`config.mk`:
```
export PLATFORM = sky130hd
export DESIGN_NAME = xgriscv_mem_arb
export DESIGN_NICKNAME = d
export VERILOG_FILES = /design/src/rtl/xgriscv_mem_arb.sv
export SDC_FILE = /design/constraint.sdc
export NUM_CORES = 1
export LEC_CHECK = 0
export CAP_MARGIN = 20
export CORE_AREA = 3 3 107 109
export CTS_CLUSTER_SIZE = 30
export DETAILED_ROUTE_END_ITERATION = 10
export DIE_AREA = 0 0 110 112
export DONT_BUFFER_PORTS = 1
export HOLD_SLACK_MARGIN = 0.05
export PLACE_DENSITY_LB_ADDON = 0.08
export SYNTH_ARGS = -nofsm -noshare
export SYNTH_HDL_FRONTEND = slang
export SYNTH_SLANG_ARGS = --single-unit
```
`constraint.sdc`:
```
create_clock -name clk -period 1.7 [get_ports clk]
set_clock_uncertainty 0.15 [all_clocks]
set_input_delay 0.17 -clock clk [delete_from_list [all_inputs] [get_ports clk]]
set_output_delay 0.17 -clock clk [all_outputs]
set_load 0.1 [all_outputs]
```
`src/rtl/xgriscv_mem_arb.sv`:
```
// Arbiter and sequencer for the unified xgriscv memory: grants one IF or D access at a time,
// counts out the fixed memory latency and routes the response back to the owner.
module xgriscv_mem_arb #(
   parameter int unsigned ADDR_W      = 32,
   parameter int unsigned DATA_W      = 32,
   parameter int unsigned MEM_LAT     = 2,
   parameter int unsigned MAX_DSTREAK = 3
) (
   input  logic              clk,
   input  logic              rstn,
   input  logic              if_req,
   input  logic [ADDR_W-1:0] if_addr,
   output logic              if_gnt,
   output logic              if_rvalid,
   output logic [DATA_W-1:0] if_rdata,
   input  logic              d_req,
   input  logic              d_we,
   input  logic [ADDR_W-1:0] d_addr,
   input  logic [DATA_W-1:0] d_wdata,
   input  logic [3:0]        d_be,
   output logic              d_gnt,
   output logic              d_rvalid,
   output logic [DATA_W-1:0] d_rdata,
   output logic              mem_en,
   output logic              mem_we,
   output logic [ADDR_W-1:0] mem_addr,
   output logic [DATA_W-1:0] mem_wdata,
   output logic [3:0]        mem_be,
   input  logic [DATA_W-1:0] mem_rdata
);

   typedef enum logic {StIdle, StWait} state_e;

   localparam logic [3:0] LatInit   = 4'(MEM_LAT - 1);
   localparam logic [3:0] StreakMax = 4'(MAX_DSTREAK);

   state_e     state_q, state_d;
   logic       owner_q, owner_d;  // 1 = D owns the access in flight
   logic [3:0] lat_q, lat_d;
   logic [3:0] streak_q, streak_d;
   logic       d_win, if_win;

   always_ff @(posedge clk or negedge rstn) begin
      if (!rstn) begin
         state_q  <= StIdle;
         owner_q  <= 1'b0;
         lat_q    <= 4'd0;
         streak_q <= 4'd0;
      end else begin
         state_q  <= state_d;
         owner_q  <= owner_d;
         lat_q    <= lat_d;
         streak_q <= streak_d;
      end
   end

   always_comb begin
      state_d   = state_q;
      owner_d   = owner_q;
      lat_d     = lat_q;
      streak_d  = streak_q;
      d_win     = 1'b0;
      if_win    = 1'b0;
      if_gnt    = 1'b0;
      if_rvalid = 1'b0;
      if_rdata  = '0;
      d_gnt     = 1'b0;
      d_rvalid  = 1'b0;
      d_rdata   = '0;
      mem_en    = 1'b0;
      mem_we    = 1'b0;
      mem_addr  = '0;
      mem_wdata = '0;
      mem_be    = 4'h0;

      case (state_q)
         StIdle: begin
            d_win  = d_req && !(if_req && (streak_q == StreakMax));
            if_win = if_req && !d_win;
            if (d_win) begin
               d_gnt     = 1'b1;
               mem_en    = 1'b1;
               mem_we    = d_we;
               mem_addr  = d_addr;
               mem_wdata = d_wdata;
               mem_be    = d_be;
               owner_d   = 1'b1;
               lat_d     = LatInit;
               state_d   = StWait;
               // D only wins with if_req pending while below the limit, so +1 saturates naturally
               streak_d  = if_req ? streak_q + 4'd1 : 4'd0;
            end else if (if_win) begin
               if_gnt    = 1'b1;
               mem_en    = 1'b1;
               mem_addr  = if_addr;
               mem_be    = 4'hF;
               owner_d   = 1'b0;
               lat_d     = LatInit;
               state_d   = StWait;
               streak_d  = 4'd0;
            end
         end
         StWait: begin
            if (lat_q != 4'd0) begin
               lat_d = lat_q - 4'd1;
            end else begin
               if (owner_q) begin
                  d_rvalid = 1'b1;
                  d_rdata  = mem_rdata;
               end else begin
                  if_rvalid = 1'b1;
                  if_rdata  = mem_rdata;
               end
               state_d = StIdle;
            end
         end
         default: state_d = StIdle;
      endcase

      // The IDLE grant path is combinational, so it must be masked while reset is held
      if (!rstn) begin
         if_gnt    = 1'b0;
         if_rvalid = 1'b0;
         if_rdata  = '0;
         d_gnt     = 1'b0;
         d_rvalid  = 1'b0;
         d_rdata   = '0;
         mem_en    = 1'b0;
         mem_we    = 1'b0;
         mem_addr  = '0;
         mem_wdata = '0;
         mem_be    = 4'h0;
      end
   end

endmodule

```
==> results.yml <==
critical_path:
  worstSetupStartpoint: "streak_q[0]"
  cpPeakStageDelay_ns: 0.38
  worstSetupStartpointType: "flop"
  cp_cell_sequence: "ha_2, and4bb_4, buf_6, nor3_4, buf_4, and2_4"
  path_buf_inv: 2
  cp_slowest_cell: "dfrtp_1"
  cp.arrival_ns: 1.90
  cp_max_fo: 9
  cpLargestDelayFamily: "simple AND/OR/NAND/NOR gates"
  cp-end-kind: "output port"
  required_ns: 1.38
  criticalPathCategory: "reg2out"
  reg2reg_from: "streak_q[0]"
synthesis:
  ys_warn_count: 0
  ys_seq_elements: 10
  synthCells: 289
  ys_types: 32
  synth_area_sq_um: 1970
  ys_seq_area_share_pct: 12.7
  synthesis.nets: 428
  synth_top_cells_by_area: "and2_1 31%, dfrtp_1 13%, o211ai_1 13%"
  syn_avg_cell_area_sq_um: 6.83
  synth.top_cell.area_share_pct: 30.7
  synth_area_leader_cell: "and2_1"
status:
  status: "finished, violations left"
  violations: "negative setup slack"
global_route:
  grt_pass1_vias: 2869
  grt_max_degree: 42
  grt_pass1_wl_um: 17300
  grt-ovfl-total: 0
  antenna_found_initial: 0
  track_usage_pct: 18.3
drt:
  drt_wl_total_um: 12300
  ant_nets: 0
  first_iter_violations: 170
  first_pass_iters: 4
  drc_errors: 0
  wl_per_cell_um: 23.8
  vias: 2647
  avgViaCountPerCell: 5.12
cells_and_area:
  syn2layout_area_growth_pct: 149
  final_cell_mix: "93 x and2_4, 64 x buf_12, 36 x a21oi_4"
  num_antenna_cells: 0
  final_nets: 518
  final_common_cell: "and2_4"
  design_area_sq_um: 4910
  drive_above_1_share_pct: 78.5
  instances_no_fill: 517
place:
  dpl_cell_area_sq_um: 4070
  gp_congestion: 0.683
  post-dp-hpwl_um: 8620
  placed_cells: 479
  portBuffers: 0
timing:
  rsz0062_at_grt: "true"
  hold_viol: 0
  finalCritPeriodShare_pct: 130
  max_freq_ghz: 0.451
  finalCriticalPeriod_ns: 2.22
  slew_headroom_pct: 64.6
  finalSetupViolCount: 142
  worstMarginPinSlew_ns: 0.529
  slew_viol_final: 0
  layout_setup_ws_ns: -0.517
die:
  rows: 38
  start_util_pct: 18.5
  die_h_um: 112
  core_sq_um: 10700
  dieWidth_um: 110
  ios: 275
  fp.dieArea_sq_um: 12300
clock_tree:
  clock_latency_ns: 0.24
  cts_max_level: 1
  cts_tree: "yes"
  clock_path_buffers: 2
  path_clk_slew_ns: 0.05
  cts-root-buf: "clkbuf_8"
  cts_buffers: 3
  cts_sinks: 10
power_and_ir_drop:
  peakVddDrop_mv: 0.622
  leakage_nw: 1.81
  totalPowerFinal_mw: 5.45
  power.density_nw_per_um2: 1110
min_path:
  hold_path.class: "in2reg"
  min-delay-start: "d_req"
flow_run:
  cap_violations: 0
[kinds of logic after synthesis]
logic type                 Yosys count  share of synthesized area (%)
AOI/OAI and AO/OA                   81                           26.4
and+or+nand+nor                    154                           48.2
DFF                                 10                           12.7
muxes                                2                           1.14
adders and majority gates            2                           1.27
buffers and inverters               39                           9.82
xor gates and xnor gates             1                          0.444
[per-stage QoR]
step / hold slack [ns] / util, % / setup TNS, ns / worst slack (ns)
6_report: 0.117 / 45.9 / -61.44 / -0.517
5_1_grt: 0.107 / 45.9 / -73.26 / -0.601
4_1_cts: 0.0924 / 43.9 / -63.85 / -0.528
3_5_place_dp: -0.275 / 38.0 / -29.86 / -0.307
3_3_place_gp: -0.275 / 38.0 / -27.09 / -0.271
2_1_floorplan: -0.276 / - / -37.70 / -0.383
[area by class of cell]
class	instances	area [sq um]
Fill cell	968	5780
Multi-Input combinational cell	240	2490
Timing Repair Buffer	118	1930
Sequential cell	10	251
Tap cell	140	175
Clock buffer	3	41.3
Inverter	6	22.5
[flip-flops by register name, summed over array words and instances (netlist names)]
signal	flops
state_q	1
owner_q	1
streak_q	4
lat_q	4
[where the power goes]
| part | internal (mW) | leakage [nW] | switching [mW] | total [mW] |
|---|---|---|---|---|
| registers | 0.331 | 0.127 | 0.100 | 0.432 |
| clock network | 0.155 | 0.0216 | 0.0923 | 0.247 |
| logic | 1.63 | 1.66 | 3.14 | 4.77 |
| total | 2.12 | 1.81 | 3.33 | 5.45 |
[synth_stat cells]
cell type / number
inv_2: 1
o211ai_1: 33
inv_1: 5
nor4_2: 1
buf_6: 4
nor3_4: 1
o21ai_0: 4
nor4b_4: 1
buf_1: 1
and2_1: 97
xnor2_1: 1
ha_1: 2
and4bb_1: 1
a21oi_1: 36
o31ai_1: 1
nand3_2: 1
o22ai_1: 1
o21bai_2: 1
mux2_2: 2
buf_2: 14
dfrtp_1: 10
nor3_1: 1
nand4bb_1: 2
clkbuf_1: 14
a32o_1: 4
nor3b_1: 1
nor2_1: 6
nand2_1: 1
nand3_1: 38
nand2b_1: 2
a22o_1: 1
and3_1: 1
[worst paths after layout]
kind                                 endpoint  slack (ns)  cells after the start
worst max-delay path            mem_wdata[26]       -0.52                      6
worst min-delay path                  state_q        0.12                      3
worst max register to register    streak_q[1]       -0.08                      6
worst min register to register    streak_q[1]        0.46                      2
max in group asynchronous             state_q        0.81                      1
min in group asynchronous         streak_q[0]        0.20                      1
[metal layers]
metal | vias up | GRT usage, % | part of all wire (%)
met4 | 0 | 3.57 | 1.7
met2 | 151 | 33.9 | 54
li1 | 1203 | - | -
met3 | 15 | 3.36 | 7.8
met1 | 1278 | 21.4 | 37
met5 | - | 0 | 0
[repair_timing]
action | CTS | global route
endpoints found under the hold margin | 13 | 0
resized for setup | 60 | 39
pin swaps | 50 | 69
buffers inserted | 14 | 10
hold buffers | 3 | 0
setup endpoints to repair | 142 | 145
gates cloned | 9 | 4
[worst register-to-register path: stages, from the launching register on]
cell and delay (ns):
dfrtp_1 0.36, ha_2 0.20, buf_6 0.11, nand4bb_4 0.23, buf_6 0.22, and3_4 0.17
a32o_1 0.24
Power figures use the tool's default switching activity.
